==> config.mk <==
export PLATFORM = sky130hd
export DESIGN_NAME = sb_incr_stage
export DESIGN_NICKNAME = d
export VERILOG_FILES = /design/src/rtl/sb_incr_stage.sv
export SDC_FILE = /design/constraint.sdc
export NUM_CORES = 1
export LEC_CHECK = 0
export ABC_AREA = 1
export CORE_MARGIN = 1
export CORE_UTILIZATION = 50
export CTS_CLUSTER_DIAMETER = 60
export CTS_CLUSTER_SIZE = 25
export DETAILED_ROUTE_END_ITERATION = 8
export GPL_TIMING_DRIVEN = 0
export PLACE_DENSITY = 0.77
export SYNTH_ARGS = -nofsm -noshare
export SYNTH_HDL_FRONTEND = slang
export SYNTH_SLANG_ARGS = --single-unit
==> constraint.sdc <==
create_clock -name clk -period 2.2 [get_ports clk]
set_clock_uncertainty 0.05 [all_clocks]
set_input_delay 0.22 -clock clk [delete_from_list [all_inputs] [get_ports clk]]
set_output_delay 0.22 -clock clk [all_outputs]
set_load 0.02 [all_outputs]
==> src/rtl/sb_incr_stage.sv <==
// rtl/sb_incr_stage.sv - switchboard stream stage: per-byte increment, 2-entry skid, packet counter, terminator detect
module sb_incr_stage #(
    parameter int         DW  = 256,
    parameter logic [7:0] INC = 8'd1,
    parameter int         CW  = 32
) (
    input  logic          clk,
    input  logic          rst,
    input  logic [DW-1:0] in_data,
    input  logic [31:0]   in_dest,
    input  logic          in_last,
    input  logic          in_valid,
    output logic          in_ready,
    output logic [DW-1:0] out_data,
    output logic [31:0]   out_dest,
    output logic          out_last,
    output logic          out_valid,
    input  logic          out_ready,
    output logic [CW-1:0] pkt_count,
    output logic          done
);
    localparam int NB = DW / 8;

    logic [DW-1:0] r_m_data;
    logic [31:0]   r_m_dest;
    logic          r_m_last;
    logic          r_m_valid;
    logic [DW-1:0] r_s_data;
    logic [31:0]   r_s_dest;
    logic          r_s_last;
    logic          r_s_valid;
    logic [CW-1:0] r_pkt_count;
    logic          r_done;

    logic [DW-1:0] w_xf_data;
    logic          w_term;
    logic          w_in_fire;
    logic          w_out_fire;
    logic          w_load;

    always_comb begin
        w_xf_data = '0;
        for (int i = 0; i < NB; i++) begin
            w_xf_data[8*i +: 8] = in_data[8*i +: 8] + INC;
        end
    end

    // in_ready is a pure function of flops so the stage never chains out_ready upstream
    assign in_ready   = !r_s_valid && !r_done;
    assign w_term     = &in_data;
    assign w_in_fire  = in_valid && in_ready;
    assign w_out_fire = r_m_valid && out_ready;
    assign w_load     = w_in_fire && !w_term;

    always_ff @(posedge clk) begin
        if (rst) begin
            r_m_data    <= '0;
            r_m_dest    <= '0;
            r_m_last    <= 1'b0;
            r_m_valid   <= 1'b0;
            r_s_data    <= '0;
            r_s_dest    <= '0;
            r_s_last    <= 1'b0;
            r_s_valid   <= 1'b0;
            r_pkt_count <= '0;
            r_done      <= 1'b0;
        end else begin
            if (w_out_fire && r_m_last) begin
                r_pkt_count <= r_pkt_count + {{(CW-1){1'b0}}, 1'b1};
            end
            if (w_in_fire && w_term) begin
                r_done <= 1'b1;
            end
            if (w_out_fire) begin
                if (r_s_valid) begin
                    r_m_data  <= r_s_data;
                    r_m_dest  <= r_s_dest;
                    r_m_last  <= r_s_last;
                    r_s_valid <= 1'b0;
                end else if (w_load) begin
                    r_m_data  <= w_xf_data;
                    r_m_dest  <= in_dest;
                    r_m_last  <= in_last;
                end else begin
                    r_m_valid <= 1'b0;
                end
            end else if (w_load) begin
                // S can only be empty here: a full S forces in_ready low
                if (!r_m_valid) begin
                    r_m_data  <= w_xf_data;
                    r_m_dest  <= in_dest;
                    r_m_last  <= in_last;
                    r_m_valid <= 1'b1;
                end else begin
                    r_s_data  <= w_xf_data;
                    r_s_dest  <= in_dest;
                    r_s_last  <= in_last;
                    r_s_valid <= 1'b1;
                end
            end
        end
    end

    assign out_data  = r_m_data;
    assign out_dest  = r_m_dest;
    assign out_last  = r_m_last;
    assign out_valid = r_m_valid;
    assign pkt_count = r_pkt_count;
    assign done      = r_done;
endmodule

==> metrics.txt <==
status=finished with violations; failing checks=hold timing, setup timing; leakage=18.3 nW; initial antenna violation count=34; Die Y=248 um; H-tree depth=2; Syn Inst Count=4582; core area=59400 um^2; Max-slew headroom=between 20% and 30%; Tmin final=2.26 ns; # setup viols final=11; syn_area_per_cell=6.60 um^2; Total GRT Usage=37.4%; Root Driver=clkbuf_16; Die ar.=61500 um^2; fin crit share=103%; drt pass-1 iters=6; CTS tree=done; Initial Utilization=50.9%; Setup WS post-layout=-0.0635 ns; RSZ-0062 raised after global routing=true; CP startpoint kind=input pin; CP Data Arrival Time=2.72 ns; vias post-DR=32500; IO buf count=615; dpl hpwl=a little over 90000 um; Detailed Route WL=121000 um; Mapped Nets=around 5000; DRC=0; Ys Warns=0; IO Count=617; number of DRC markers in iteration 0=3115; Seq/Total Area, Yosys=approximately two fifths; cell area after layout=40800 um^2; fillers=5082; Fin. Hold Viols=3; element type at the critical path end=flip-flop; Final nets=5589; top_reg_cell synth=dfxtp_1; Avg WL per Cell=slightly below 20 um; hold crit path type=in -> reg; chip width=248 um; number of routed nets with antenna violations=0; Slew Viols, Final=0; Crit Path Class=in -> reg; PwrDens=691 nW/um^2; Synth cell types=37; Clock Latency Late Sink=around 0.63 ns; grt total ovfl=0; Rows=slightly below 90; biggest area consumer among synthesized cells=dfxtp_1; vias in the first global route=approximately 30000; Cell Area, Synth=30200 um^2; largest net degree at the start of global routing=23; Area Overhead vs Synth=34.8%; FF+latch area=roughly 12000 um^2; clk buf depth=3; Worst-path clk slew=approximately 0.080 ns; crit-path max FO=11; Hold Worst Slack=-0.0136 ns; first-pass GRT wire length=174000 um; Worst Path Required=2.66 ns; asr flop ratio synth=0%; VDD IR-drop max=between 500 and 600 uV; MaxCap Viol Count=0; post-DR vias/cell=between 5 and 6; Post-Place Cell Area=roughly 37000 um^2; number of synthesized register bits=613; CTS Buf Count=48; gpl congestion=around 0.95; Synth area leaders=dfxtp_1 (41%), nand2_1 (17%), nor2_1 (9.1%); Yosys top cell area share=40.6%; f_max=roughly 440 MHz; measured slew at the worst slew-check pin=1.06 ns; Sinks on Clock Net=613; share of cells above drive strength 1=7.81%; Multi-input gate area=16200 um^2; number of enable flip-flop cells after synthesis=0
==> worst max-delay path, cell delays in order <==
cell and delay, ns:
buf_1 0.67, inv_2 0.30, clkdlybuf4s15_1 0.79, clkbuf_1 0.49, nand2_1 0.17, a21oi_1 0.05
==> path summary, 6_finish.rpt <==
kind | start | cells past startpoint | slack (ns) | endpoint
worst min register to register | r_s_data[104]$_SDFFE_PP0P_ | 2 | 0.41 | r_s_data[104]$_SDFFE_PP0P_
worst max register to register | out_valid$_SDFFE_PP0P_ | 9 | 0 | out_data[76]$_SDFFE_PP0P_
worst max-delay path | rst | 6 | -0.06 | r_s_data[246]$_SDFFE_PP0P_
worst min-delay path | in_data[187] | 3 | -0.01 | r_s_data[187]$_SDFFE_PP0P_
==> area by class of cell <==
type / count / area share (%)
antenna: 25 / 0.153
inverter: 374 / 3.45
multi-input combinational: 3319 / 39.7
buffer: 276 / 3.99
timing repair buffer: 631 / 16.0
sequential: 613 / 30.1
clock buffer: 56 / 3.17
tap: 773 / 2.37
clock inverter: 34 / 1.04
==> where the power goes <==
group,internal (mW),total [mW],switching (mW)
Clock,4.91,9.77,4.86
Sequential,11.8,12.2,0.388
Combinational,2.56,6.20,3.64
Total,19.3,28.2,8.89
==> placed cells by master (no fill, tap or decap), types with 19 or more instances in the layout <==
cell type / instances
buf_6: 29
clkbuf_16: 49
a21oi_1: 306
ha_4: 22
buf_4: 37
o21ai_0: 265
nor2_1: 700
nand2_2: 20
nand3_4: 30
nand4_1: 30
clkbuf_2: 56
nor2_4: 19
mux2i_1: 23
clkdlybuf4s50_1: 498
dlymetal6s2s_1: 99
xor2_1: 91
nand3_1: 268
dfxtp_1: 610
xnor2_1: 104
nor3_1: 23
diode_2: 25
clkbuf_1: 88
inv_1: 370
buf_2: 46
nand2_1: 1355
==> kinds of logic (layout without fill, tap and decap cells) <==
| group | count (synthesis) | count (layout) | share of synthesized area (%) |
|---|---|---|---|
| compound gates | 587 | 587 | 9.83 |
| xor+xnor | 195 | 195 | 5.65 |
| fa+ha+maj | 33 | 33 | 1.37 |
| buf+inv | 651 | 1371 | 9.17 |
| flops | 613 | 613 | 40.6 |
| mux | 24 | 24 | 0.794 |
| other cells | 0 | 25 | 0 |
| simple gates | 2479 | 2480 | 32.6 |
==> sequential cells by signal, summed over array words and instances, names as in the netlist <==
| name | count |
|---|---|
| out_data | 256 |
| r_s_data | 256 |
| out_dest | 32 |
| pkt_count | 32 |
| r_s_dest | 32 |
| done | 1 |
| out_last | 1 |
| out_valid | 1 |
| r_s_last | 1 |
| r_s_valid | 1 |
==> through the flow <==
step,cells,TNS [ns],power [mW],util [%],setup WS (ns)
floorplan,4582,0,15.5,-,0.153
global placement,5970,-629.33,18.2,62.9,-1.33
detailed placement,5970,-644.13,18.3,62.9,-1.38
CTS,6066,0,28.0,66.9,0.000223
global route,6095,-0.770,29.2,68.7,-0.121
finish,6101,-0.410,28.2,68.7,-0.0635
==> cell usage after synthesis, types with 3 or more instances <==
| cell type | count |
|---|---|
| a31oi_1 | 3 |
| xor2_1 | 91 |
| ha_1 | 33 |
| nor2_1 | 731 |
| mux2i_1 | 24 |
| nand3_1 | 302 |
| buf_2 | 69 |
| a21oi_1 | 306 |
| clkbuf_1 | 155 |
| nor3b_1 | 3 |
| inv_1 | 370 |
| xnor2_1 | 104 |
| buf_4 | 11 |
| dfxtp_1 | 613 |
| inv_2 | 4 |
| buf_6 | 27 |
| nand2_1 | 1374 |
| nand4_1 | 30 |
| buf_1 | 15 |
| o21ai_0 | 268 |
| nor3_1 | 26 |
==> repair_timing <==
action | CTS | global route
hold buffers | 0 | 3
hold endpoints to repair | 0 | 3
setup buffers | 4 | 8
cloned | 2 | 0
pin swaps | 11 | 22
gates resized for setup | 178 | 316
setup endpoints to repair | 583 | 588
==> layer usage <==
metal / up-vias / share of wire [%] / wire length, um / GRT usage (%)
met5: - / 0.12 / 147 / 0
met4: 24 / 5.3 / 6390 / 19.9
met3: 325 / 9.6 / 11600 / 8.57
met2: 1508 / 46 / 55700 / 60.2
met1: 14900 / 39 / 47000 / 46.4
li1: 15700 / - / - / -
Power figures use the tool's default switching activity.
